[src/rtl/hs_npu_result_collector.sv]
// Result collector: re-aligns the lane-staggered systolic output stream into
// complete rows, buffers them per lane, and serves rows over ready/valid.

// One lane column of the row buffer: storage, write pointer and occupancy.
module hs_npu_result_lane #(
  parameter int DATA_WIDTH = 32,
  parameter int DEPTH      = 8,
  localparam int PW = $clog2(DEPTH),
  localparam int CW = $clog2(DEPTH + 1)
) (
  input  logic                  clk,
  input  logic                  rst,
  input  logic                  clear,
  input  logic                  wr,
  input  logic [DATA_WIDTH-1:0] din,
  input  logic                  pop,
  input  logic [PW-1:0]         rptr,
  output logic [DATA_WIDTH-1:0] dout,
  output logic                  avail,
  output logic                  drop
);
  logic [DATA_WIDTH-1:0] mem [DEPTH];
  logic [PW-1:0]         wptr;
  logic [CW-1:0]         cnt;
  logic                  full, accept;

  // A pop in the same cycle frees a slot, so a full lane still takes the write.
  assign full   = (cnt == CW'(DEPTH));
  assign accept = wr && (!full || pop);
  assign drop   = wr && full && !pop;
  assign avail  = (cnt != '0);
  assign dout   = mem[rptr];

  // Write pointer and occupancy; write+pop leaves the count unchanged.
  always_ff @(posedge clk) begin
    if (rst || clear) begin
      wptr <= '0;
      cnt  <= '0;
    end else begin
      if (accept) wptr <= (wptr == PW'(DEPTH - 1)) ? '0 : wptr + 1'b1;
      case ({accept, pop})
        2'b10:   cnt <= cnt + 1'b1;
        2'b01:   cnt <= cnt - 1'b1;
        default: cnt <= cnt;
      endcase
    end
  end

  // Element storage; contents are only meaningful under a nonzero count.
  always_ff @(posedge clk) begin
    if (accept) mem[wptr] <= din;
  end
endmodule

module hs_npu_result_collector #(
  parameter int SIZE       = 8,
  parameter int DATA_WIDTH = 32,
  parameter int DEPTH      = 8,
  localparam int PW = $clog2(DEPTH)
) (
  input  logic                             clk,
  input  logic                             rst,
  input  logic                             flush,
  input  logic                             start_i,
  input  logic [31:0]                      expected_rows_i,
  input  logic [SIZE-1:0][DATA_WIDTH-1:0]  lane_data_i,
  input  logic [SIZE-1:0]                  lane_valid_i,
  output logic [SIZE-1:0][DATA_WIDTH-1:0]  row_data_o,
  output logic                             row_valid_o,
  input  logic                             row_ready_i,
  output logic                             row_last_o,
  output logic                             busy_o,
  output logic                             done_o,
  output logic                             overflow_o
);
  localparam logic [1:0] S_IDLE    = 2'd0;
  localparam logic [1:0] S_COLLECT = 2'd1;
  localparam logic [1:0] S_DONE    = 2'd2;

  logic [1:0]      state;
  logic [31:0]     row_target, rows_out;
  logic [PW-1:0]   rptr;
  logic [SIZE-1:0] lane_avail, lane_drop;
  logic            collect, arm, pop;

  assign collect     = (state == S_COLLECT);
  assign arm         = (state == S_IDLE) && start_i && (expected_rows_i != '0);
  assign row_valid_o = collect && (&lane_avail);
  assign pop         = row_valid_o && row_ready_i;
  assign row_last_o  = row_valid_o && (rows_out == row_target - 32'd1);
  assign busy_o      = collect;
  assign done_o      = (state == S_DONE);

  // Lane writes are only honoured while collecting; arming a job clears the lanes.
  for (genvar i = 0; i < SIZE; i++) begin : g_lane
    hs_npu_result_lane #(.DATA_WIDTH(DATA_WIDTH), .DEPTH(DEPTH)) u_lane (
      .clk   (clk),
      .rst   (rst),
      .clear (flush || arm),
      .wr    (collect && lane_valid_i[i]),
      .din   (lane_data_i[i]),
      .pop   (pop),
      .rptr  (rptr),
      .dout  (row_data_o[i]),
      .avail (lane_avail[i]),
      .drop  (lane_drop[i])
    );
  end

  // Job FSM, shared read pointer, row accounting and sticky overflow flag.
  always_ff @(posedge clk) begin
    if (rst) begin
      state      <= S_IDLE;
      row_target <= '0;
      rows_out   <= '0;
      rptr       <= '0;
      overflow_o <= 1'b0;
    end else if (flush) begin
      state      <= S_IDLE;
      rows_out   <= '0;
      rptr       <= '0;
      overflow_o <= 1'b0;
    end else begin
      if (collect && (|lane_drop)) overflow_o <= 1'b1;
      case (state)
        S_IDLE: begin
          if (start_i) begin
            if (expected_rows_i != '0) begin
              row_target <= expected_rows_i;
              rows_out   <= '0;
              rptr       <= '0;
              state      <= S_COLLECT;
            end else begin
              state <= S_DONE;
            end
          end
        end
        S_COLLECT: begin
          if (pop) begin
            rptr     <= (rptr == PW'(DEPTH - 1)) ? '0 : rptr + 1'b1;
            rows_out <= rows_out + 32'd1;
            if (row_last_o) state <= S_DONE;
          end
        end
        S_DONE:  state <= S_IDLE;
        default: state <= S_IDLE;
      endcase
    end
  end
endmodule
[config.mk]
export PLATFORM = sky130hd
export DESIGN_NAME = hs_npu_result_collector
export DESIGN_NICKNAME = d
export VERILOG_FILES = /design/src/rtl/hs_npu_result_collector.sv
export SDC_FILE = /design/constraint.sdc
export NUM_CORES = 2
export LEC_CHECK = 0
export BUFFER_PORTS_ARGS = -buffer_cell sky130_fd_sc_hd__buf_2
export CORE_ASPECT_RATIO = 0.8
export CORE_MARGIN = 2
export CORE_UTILIZATION = 40
export DETAILED_ROUTE_END_ITERATION = 6
export PLACE_DENSITY = 0.66
export REMOVE_ABC_BUFFERS = 1
export SLEW_MARGIN = 5
export SYNTH_ARGS = -nofsm -noshare
export SYNTH_HDL_FRONTEND = slang
export SYNTH_SLANG_ARGS = --single-unit
[constraint.sdc]
create_clock -name clk -period 7.2 [get_ports clk]
set_input_delay 1.08 -clock clk [delete_from_list [all_inputs] [get_ports clk]]
set_output_delay 1.08 -clock clk [all_outputs]
set_load 0.005 [all_outputs]
==> metrics <==
outcome=finished, final reports clean; sequential element share of the synthesized area=0.759; row count=150; Vias per Instance=5.31; clk_skew=66.6 ps; die area=215,000 um2; Placed Cells=7,230; asr flop ratio synth=0; DR vias=40,501; Fin. Hold Viols=0; Worst setup EP type=output pin; dpl ws=2320 ps; min cycle time layout=5300 ps; Setup CP Type=register to output pin; Die W=518 um; clock tree root buffer cell=clkbuf_16; MaxCap Viol Count=0; gpl congestion=0.826; commonest non-fill, non-tap cell in the layout=edfxtp_1; mapped cell area=84,400 um2; worst hold path startpoint=rptr[1]; Max-Slew Margin vs Limit=0.239; Slowest Stage Delay on Critical Path=670 ps; Hold Buf Count CTS=0; CTS clk-pin slew, worst paths=60 ps; CP Buf/Inv Count=1; final net count=4,973; # Post-CTS Setup Buffers=0; Cell variety after synth=60; Initial Utilization=0.403; FF-to-FF Start=g_lane[3].u_lane.cnt[0]; gr usage total=0.169; capturing point of the worst reg2reg path=g_lane[5].u_lane.mem[5][7]; Net Sw Frac=0.201; worst hold-check path type=register to register; aggregate global routing overflow=0; CTS Buffer Depth=3; CP Launch Type=register; number of DRC markers in iteration 0=3,354; Port Buffers=561; Setup-failing EPs final=0; crit path cell chain=or4_1 > or4_1 > or4_1 > xor2_1 > nand4_1 > or4_1 > nor3_2 > buf_2; # IOs=562; Post-Layout Cell Count=7,634; leakage power=31.3 nW; largest net degree at the start of global routing=133; Sw Pwr=5.12 mW; core area=209,000 um2; synth warn=0; clock share of power=0.430; htree depth=4; Area growth, synth to finish=16.4%; cell family with most CP delay=simple AND/OR/NAND/NOR gates; DR WL met3=9930 um; drt pass-1 iters=7; synthesized area per cell=21.5 um2; cell internal pwr=20.3 mW; die height=415 um; most used flip-flop cell after synthesis=edfxtp_1; first-pass GRT wire length=273,000 um; final wirelength=185,000 um; CTS tree=built; sequential share of power=0.546; routed metal-1 wirelength=77,900 um; uppermost layer routed=met5; Placed Area=91,400 um2; HPWL Detailed=109,000 um; Worst-Margin Slew=1140 ps; internal reg-to-reg setup slack=2510 ps; fmax=189 MHz; Cells after Synth=3,931; CTS buffer count=208; # resized after CTS=0; Worst-Skew Late Latency=830 ps; wire per inst=24.2 um; number of global-route vias before repair=41,573; Crit path arrival time=4220 ps; Crit-path slowest cell=or4_1; Final Cycle Share=0.736; register bit total from synthesis=2,177; Pwr Density=259 nW/um2; Final Cell Area=98,300 um2; max-slew violation count=0; r2r worst-path depth=7; Routed Antenna Nets=0; IR drop worst, VDD=291 uV; Residual DRC=0; RSZ-0062 raised after global routing=no; combinational group share of total power=0.024; worst hold stages=2; share of layout cells above drive strength 1=0.377; Final Worst Setup Slack=1900 ps; CP most frequent cell=or4_1; Sink Count=2,177; EDFF count, synth=2,048; # fillers=17,176; Met2 Wirelength=92,500 um; critical path peak fanout=9; initial antenna violation count=51; Worst Path Required=6120 ps; most frequent cells in the layout=edfxtp_1, buf_2, mux4_2, mux2_2, clkbuf_16
-- power groups by stage --
stage	registers, mW	logic, mW	clock network, mW
after floorplan	14.2	0.325	0
after global placement	14.2	0.598	0
after detailed placement	14.2	0.623	0
after CTS	13.9	0.625	11.2
after global routing	13.9	0.682	11.7
final	13.9	0.616	10.9
-- synthesized netlist by cell type, types with 4 or more instances --
| library cell | count | area share |
|---|---|---|
| a211oi_1 | 17 | 0.0015 |
| a21o_1 | 15 | 0.0013 |
| a21oi_1 | 34 | 0.0020 |
| a31oi_1 | 5 | 0.00037 |
| and2_1 | 7 | 0.00052 |
| and3_1 | 13 | 0.00096 |
| and4_1 | 5 | 0.00052 |
| buf_1 | 76 | 0.0034 |
| clkbuf_1 | 105 | 0.0047 |
| dfxtp_1 | 129 | 0.031 |
| edfxtp_1 | 2048 | 0.73 |
| fa_1 | 8 | 0.0019 |
| ha_1 | 36 | 0.0053 |
| inv_1 | 37 | 0.0016 |
| mux2_2 | 258 | 0.034 |
| mux2i_1 | 65 | 0.0077 |
| mux4_2 | 512 | 0.14 |
| nand2_1 | 62 | 0.0028 |
| nand2b_1 | 12 | 0.00089 |
| nand3_1 | 23 | 0.0014 |
| nand3b_1 | 4 | 0.00036 |
| nand4_1 | 19 | 0.0014 |
| nor2_1 | 162 | 0.0072 |
| nor2b_1 | 9 | 0.00067 |
| nor3_1 | 61 | 0.0036 |
| nor3b_1 | 24 | 0.0021 |
| nor4_1 | 25 | 0.0019 |
| nor4b_1 | 4 | 0.00041 |
| o21ai_0 | 8 | 0.00047 |
| or2_2 | 4 | 0.00030 |
| or4_1 | 11 | 0.00098 |
| xnor2_1 | 48 | 0.0050 |
| xor2_1 | 43 | 0.0045 |
-- cell families after synthesis --
| group | Yosys count | share of synthesized area |
|---|---|---|
| xor gates and xnor gates | 91 | 0.00944 |
| adders and majority gates | 44 | 0.00723 |
| muxes | 835 | 0.179 |
| and+or+nand+nor | 458 | 0.0274 |
| AOI/OAI and AO/OA | 104 | 0.00811 |
| DFF | 2177 | 0.759 |
| buffers and inverters | 222 | 0.0100 |
-- registers in the layout (all words and copies together), names as in the netlist, named ones only --
signal              flops
state                   2
overflow_o              1
rptr                    3
g_lane.u_lane.mem    2048
g_lane.u_lane.wptr     24
rows_out               32
row_target             32
g_lane.u_lane.cnt      32
-- per-stage QoR --
stage | setup TNS, ps | power (mW) | utilization | hold WS, ps
global route | 0 | 26.3 | 0.470 | 445
CTS | 0 | 25.7 | 0.469 | 418
global placement | 0 | 14.8 | 0.437 | 466
floorplan | -4088600 | 14.5 | - | 448
finish | 0 | 25.4 | 0.470 | 472
detailed placement | 0 | 14.8 | 0.437 | 469
-- worst min-delay path, cell delays in order (launching register included) --
cell and delay (ps):
dfxtp_1 310, nand2_1 50, a21oi_1 60
-- how the worst max path moves through the flow --
stage,start,to,depth (start not counted)
finish,row_target[2],row_last_o,8
global route,row_target[2],row_last_o,8
CTS,row_target[2],row_last_o,8
detailed placement,row_ready_i,g_lane[5].u_lane.mem[5][4],6
global placement,row_ready_i,g_lane[5].u_lane.mem[5][7],6
floorplan,register,row_data_o[0],2
-- cell type report --
cell class                 count  area [um2]  area share
inverter                      37         139     0.00141
tap                         2812        3520      0.0358
antenna                       18        45.0    0.000458
timing repair buffer         672        3740      0.0381
sequential                  2177       64100       0.652
multi-input combinational   1532       19900       0.202
clock buffer                 259        5430      0.0552
clock inverter               127        1410      0.0143
-- layer usage --
layer	GRT usage	vias to the layer above
li1	-	17703
met1	0.229	21370
met2	0.280	1097
met3	0.0327	309
met4	0.0483	22
met5	0	-
(Power assumes the default switching activity.)
